**config.mk**
```make
export PLATFORM = sky130hd
export DESIGN_NAME = decompr_flat
export DESIGN_NICKNAME = d
export VERILOG_FILES = /design/src/rtl/decompr_if.sv /design/src/rtl/decompr.sv /design/src/flat_wrapper.sv
export SDC_FILE = /design/constraint.sdc
export NUM_CORES = 1
export LEC_CHECK = 0
export BUFFER_PORTS_ARGS = -buffer_cell sky130_fd_sc_hd__buf_2
export CORE_ASPECT_RATIO = 2
export CORE_MARGIN = 1.5
export CORE_UTILIZATION = 45
export CTS_CLUSTER_SIZE = 25
export DETAILED_ROUTE_END_ITERATION = 10
export PLACE_DENSITY = 0.75
export SYNTH_ARGS = -nofsm -noshare
export SYNTH_HDL_FRONTEND = slang
export SYNTH_SLANG_ARGS = --single-unit
export TNS_END_PERCENT = 100
```
**constraint.sdc**
```tcl
create_clock -name clk -period 4.6 [get_ports clk]
set_clock_uncertainty 0.1 [all_clocks]
set_input_delay 1.38 -clock clk [delete_from_list [all_inputs] [get_ports clk]]
set_output_delay 1.38 -clock clk [all_outputs]
set_load 0.01 [all_outputs]
```
**src/rtl/decompr_if.sv**
```systemverilog
// rtl/decompr_if.sv - compressed-in / expanded-out stereo sample handshake bundle
interface decompr_if;
    logic        in_valid;
    logic        in_ready;
    logic [15:0] in_l;
    logic [15:0] in_r;
    logic        out_valid;
    logic        out_ready;
    logic [15:0] out_l;
    logic [15:0] out_r;

    modport master (
        output in_valid, in_l, in_r, out_ready,
        input  in_ready, out_valid, out_l, out_r
    );

    modport slave (
        input  in_valid, in_l, in_r, out_ready,
        output in_ready, out_valid, out_l, out_r
    );
endinterface

```
**src/rtl/decompr.sv**
```systemverilog
// rtl/decompr.sv - stereo piecewise-linear expander (gain 1/2 below knee, slope 4 above)
// Optional DECOMPR_ROUND_EN: reconstruct upper-region bucket centre (+2) instead of floor.
module decompr (
    input  logic clk,
    input  logic reset,
    decompr_if.slave bus
);
    localparam logic [15:0] KNEE_IN  = 16'd28088;
    localparam logic [15:0] KNEE_OUT = 16'd14044;
`ifdef DECOMPR_ROUND_EN
    localparam logic [15:0] ROUND    = 16'd2;
`else
    localparam logic [15:0] ROUND    = 16'd0;
`endif

    typedef enum logic [2:0] {IDLE, MAG_L, EXP_L, MAG_R, EXP_R, DONE} state_t;

    state_t      state_q, state_d;
    logic [15:0] hold_l_q, hold_l_d;
    logic [15:0] hold_r_q, hold_r_d;
    logic        sign_q, sign_d;
    logic [15:0] mag_q, mag_d;
    logic [15:0] out_l_q, out_l_d;
    logic [15:0] out_r_q, out_r_d;
    logic        out_valid_q, out_valid_d;

    logic        in_ready;
    logic        accept;
    logic [15:0] mag_src;
    logic [15:0] exp_mag;
    logic [15:0] exp_res;

    always_comb begin
        state_d   = state_q;
        hold_l_d  = hold_l_q;
        hold_r_d  = hold_r_q;
        sign_d    = sign_q;
        mag_d     = mag_q;
        out_l_d   = out_l_q;
        out_r_d   = out_r_q;

        in_ready = (state_q == IDLE) || ((state_q == DONE) && bus.out_ready);
        accept   = bus.in_valid && in_ready;

        // Shared datapath: MAG stage picks the channel, EXP stage reuses sign/mag regs.
        mag_src = (state_q == MAG_L) ? hold_l_q : hold_r_q;
        if (mag_q < KNEE_IN) begin
            exp_mag = mag_q >> 1;
        end else begin
            exp_mag = ((mag_q - KNEE_IN) << 2) + KNEE_OUT + ROUND;
        end
        exp_res = sign_q ? (~exp_mag + 16'd1) : exp_mag;

        case (state_q)
            IDLE: begin
                if (accept) begin
                    hold_l_d = bus.in_l;
                    hold_r_d = bus.in_r;
                    state_d  = MAG_L;
                end
            end
            MAG_L, MAG_R: begin
                sign_d  = mag_src[15];
                mag_d   = mag_src[15] ? (~mag_src + 16'd1) : mag_src;
                state_d = (state_q == MAG_L) ? EXP_L : EXP_R;
            end
            EXP_L: begin
                out_l_d = exp_res;
                state_d = MAG_R;
            end
            EXP_R: begin
                out_r_d = exp_res;
                state_d = DONE;
            end
            DONE: begin
                if (accept) begin
                    hold_l_d = bus.in_l;
                    hold_r_d = bus.in_r;
                    state_d  = MAG_L;
                end else if (bus.out_ready) begin
                    state_d  = IDLE;
                end
            end
            default: state_d = IDLE;
        endcase

        out_valid_d = (state_d == DONE);
    end

    always_ff @(posedge clk) begin
        if (reset) begin
            state_q     <= IDLE;
            hold_l_q    <= '0;
            hold_r_q    <= '0;
            sign_q      <= 1'b0;
            mag_q       <= '0;
            out_l_q     <= '0;
            out_r_q     <= '0;
            out_valid_q <= 1'b0;
        end else begin
            state_q     <= state_d;
            hold_l_q    <= hold_l_d;
            hold_r_q    <= hold_r_d;
            sign_q      <= sign_d;
            mag_q       <= mag_d;
            out_l_q     <= out_l_d;
            out_r_q     <= out_r_d;
            out_valid_q <= out_valid_d;
        end
    end

    assign bus.in_ready  = in_ready;
    assign bus.out_valid = out_valid_q;
    assign bus.out_l     = out_l_q;
    assign bus.out_r     = out_r_q;
endmodule

```
**src/flat_wrapper.sv**
```systemverilog
// flat-port wrapper written by rule: the top's interface ports become plain ports
module decompr_flat 
  (clk, reset, bus_in_valid, bus_in_l, bus_in_r, bus_out_ready, bus_in_ready, bus_out_valid, bus_out_l, bus_out_r);
  decompr_if bus_i ();
  input  logic clk;
  input  logic reset;
  input wire logic [$bits(bus_i.in_valid)-1:0] bus_in_valid;
  input wire logic [$bits(bus_i.in_l)-1:0] bus_in_l;
  input wire logic [$bits(bus_i.in_r)-1:0] bus_in_r;
  input wire logic [$bits(bus_i.out_ready)-1:0] bus_out_ready;
  output wire logic [$bits(bus_i.in_ready)-1:0] bus_in_ready;
  output wire logic [$bits(bus_i.out_valid)-1:0] bus_out_valid;
  output wire logic [$bits(bus_i.out_l)-1:0] bus_out_l;
  output wire logic [$bits(bus_i.out_r)-1:0] bus_out_r;
  assign bus_i.in_valid = bus_in_valid;
  assign bus_i.in_l = bus_in_l;
  assign bus_i.in_r = bus_in_r;
  assign bus_i.out_ready = bus_out_ready;
  assign bus_in_ready = bus_i.in_ready;
  assign bus_out_valid = bus_i.out_valid;
  assign bus_out_l = bus_i.out_l;
  assign bus_out_r = bus_i.out_r;
  decompr u_core (.clk(clk), .reset(reset), .bus(bus_i));
endmodule
```
==> key figures <==
Run status
  – Run status: finished clean

Yosys
  – Warning count from the yosys run: 0
  – Mapped Avg Cell Area: 7.445 um2
  – Asr flop ratio synth: 0%
  – Flops & latches, synth: 85
  – Top cells by count, synth: nand2_1 (138), dfxtp_1 (85), a21oi_1 (84)
  – Synth Net Count: 704
  – Count leader, synth: nand2_1
  – Synth top area cells: dfxtp_1 (34%), nand2_1 (10%), a21oi_1 (8.5%)
  – Post-synth top flop: dfxtp_1
  – Cells after Synth: 663
  – Post-Synthesis Cell Area: 4936 um2
  – Seq/Total Area, Yosys: 34.47%
  – Cell accounting for the most synthesized area: dfxtp_1
  – Post-synth EDFFs: 0
  – Count of cell types in the netlist: 59
  – Post-synth top area share: between 30% and 40%

Drt
  – Number of detailed-route iterations in the first pass: 5
  – DRC viols: 0
  – DR vias: 4715
  – Routed WL per cell: roughly 14 um
  – DRT iter0 DRCs: 299
  – Drt via density: about 5.6
  – Routed WL: approximately 12000 um
  – Final ANT Viol Nets: 0

Final layout
  – Fin cells: between 800 and 900
  – Ant. Diodes: 0
  – Nets: 736
  – Layout area overhead: 13.71%
  – Layout cell share with drive strength beyond 1: between 10% and 20%

Place
  – HPWL after DPL: 8977 um
  – Port bufs: just under 70
  – Inst Count DP: 824
  – Final GP Congestion: 0.9270

Clock network
  – Longest Clk Path Bufs: 2
  – Post-CTS setup buffer count: 0
  – Total CTS buffers: 9
  – Post-CTS Hold Fix Bufs: 0
  – Root Driver: clkbuf_16
  – Worst skew pair latency: 0.34 ns
  – Sink Count: 85
  – Post-CTS Resized: 0
  – H-tree depth: 3
  – CTS tree: done
  – Clk slew on worst S/H paths: 0.06 ns

STA
  – Final slew viol count: 0
  – Hold Vio Cnt, Final: 0
  – Final setup violation count: 0
  – RSZ-0062 raised after global routing: no
  – Rel. slew slack: 32.93%
  – Fin Setup TNS: 0 ns
  – Fin crit period: 3.654 ns
  – Period utilisation layout: 79.43%
  – Fmax: 273.7 MHz
  – Slew @ Worst Pin: 1.006 ns

Power and ir drop
  – Sequential fraction of design power: 40.8%
  – Power share of the clock group: 37.6%
  – Switching share of power: 30.09%
  – Sw power: 614.0 uW
  – PwrDens: around 360 nW/um2
  – Comb power frac: 21.6%
  – Pleak: about 2.1 nW
  – Total power: 2.041 mW
  – VDD IR max: approximately 250 uV
  – Pint: 1.427 mW

Global route
  – Remaining global-route overflow: 0
  – Vias in the first global route: 4404
  – Global-route wire length before repair: 19500 um
  – Largest net degree at the start of global routing: 48
  – GRT Total Usage: 20.55%
  – Initial antenna violation count: 0

Job
  – MaxCap Viol Count: 0

Die
  – Initial Util: 45.66%
  – Core area: 10810 um2
  – FP Rows: 54
  – Die width: ~77 um
  – DIE HEIGHT: approximately 150 um
  – Die area: between 10000 and 15000 um2
  – Number of I/O pins: 70

Setup path
  – Critical path capture point type: flip-flop
  – CP Class: flip-flop to flip-flop
  – Setup crit start kind: flip-flop
  – Critical path required time: 4.72 ns
  – WP data arrival: between 3 and 4 ns
  – Maximum fanout along the worst path: 13

Min path
  – HP Class: flip-flop to flip-flop
==> through the flow <==
| step | area (um2) | hold slack [ns] | utilization (%) | setup slack, ns |
|---|---|---|---|---|
| after floorplan | 4936 | 0.3357 | - | 1.232 |
| after global placement | 5298 | 0.3436 | 49.00 | 1.064 |
| after detailed placement | 5298 | 0.3468 | 49.00 | 1.051 |
| after CTS | 5613 | 0.3552 | 51.92 | 1.047 |
| after global routing | 5613 | 0.3752 | 51.92 | 0.7234 |
| final | 5613 | 0.3530 | 51.92 | 0.9464 |
==> path summary, 6_finish.rpt <==
check	startpoint	end	cells past startpoint	slack [ns]
worst max register to register	u_core.mag_q[3]$_SDFFE_PP0P_	u_core.bus.out_r[15]$_SDFFE_PP0P_	10	0.95
worst min register to register	u_core.hold_r_q[5]$_SDFFE_PP0P_	u_core.hold_r_q[5]$_SDFFE_PP0P_	2	0.35
worst min-delay path	u_core.hold_r_q[5]$_SDFFE_PP0P_	u_core.hold_r_q[5]$_SDFFE_PP0P_	2	0.35
worst max-delay path	u_core.mag_q[3]$_SDFFE_PP0P_	u_core.bus.out_r[15]$_SDFFE_PP0P_	10	0.95
==> registers in the layout (all words and copies together) (netlist names) <==
name / cells
u_core.bus.out_r: 16
u_core.sign_q: 1
u_core.bus.out_l: 16
u_core.hold_l_q: 16
u_core.hold_r_q: 16
u_core.state_q: 3
u_core.bus.out_valid: 1
u_core.mag_q: 16
==> cell usage in the layout, fill, tap and decap left out, drive strengths merged, types with 3 or more instances in the layout <==
cell type,count
o211ai,6
and3,6
nor4b,3
nor4,8
inv,12
nor2b,6
xnor2,29
o21ai,28
nand4,6
nor2,45
clkbuf,10
mux2i,18
nand2,138
nor3b,5
a31oi,8
a21oi,86
xor2,13
a211oi,15
dfxtp,85
ha,5
buf,77
o31ai,7
or3,3
a311oi,3
nand3,13
o41ai,3
nor3,16
o31a,4
and4,3
==> logic make-up (layout without fill, tap and decap cells) <==
logic type | after synthesis | after routing | share of synthesized area (%)
adder cells (fa/ha/maj) | 5 | 5 | 1.267
AND/OR/NAND/NOR | 266 | 266 | 24.46
XOR/XNOR | 42 | 42 | 7.452
buffers and inverters | 67 | 104 | 5.678
multiplexers | 20 | 20 | 4.106
AO/OA/AOI/OAI | 178 | 178 | 22.56
flip-flops | 85 | 85 | 34.47
==> final cells by class <==
type                    instances  area (um2)
well taps                     140       175.2
inverters                      11       41.29
clock buffers                  10       229.0
multi-input cells             511        2974
repair buffers                 77       405.4
clock inverters                 6       86.33
flip-flops and latches         85        1702
fillers                      1088        5197
==> power by group through the flow <==
| stage | logic [mW] | registers, mW | clock network (mW) |
|---|---|---|---|
| after floorplan | 0.360 | 0.819 | 0 |
| after global placement | 0.425 | 0.846 | 0 |
| after detailed placement | 0.438 | 0.849 | 0 |
| after CTS | 0.441 | 0.833 | 0.774 |
| after global routing | 0.493 | 0.840 | 0.804 |
| final | 0.442 | 0.833 | 0.766 |
==> layer usage <==
layer	global-route usage, %	share of wire [%]
met4	10.91	3.0
met2	40.58	56
met1	19.75	37
met3	3.675	3.8
met5	0	0
==> worst max-delay path, stage by stage (launching register included) <==
cell and delay (ns):
dfxtp_1 0.61, inv_1 0.15, ha_1 0.48, nor2_1 0.15
a41oi_1 0.42, a211oi_1 0.14, a2111oi_0 0.56, nor3_1 0.24
o41ai_2 0.39, xnor2_1 0.20, a21oi_1 0.10
Note: power is estimated with default switching activity, not from simulation.
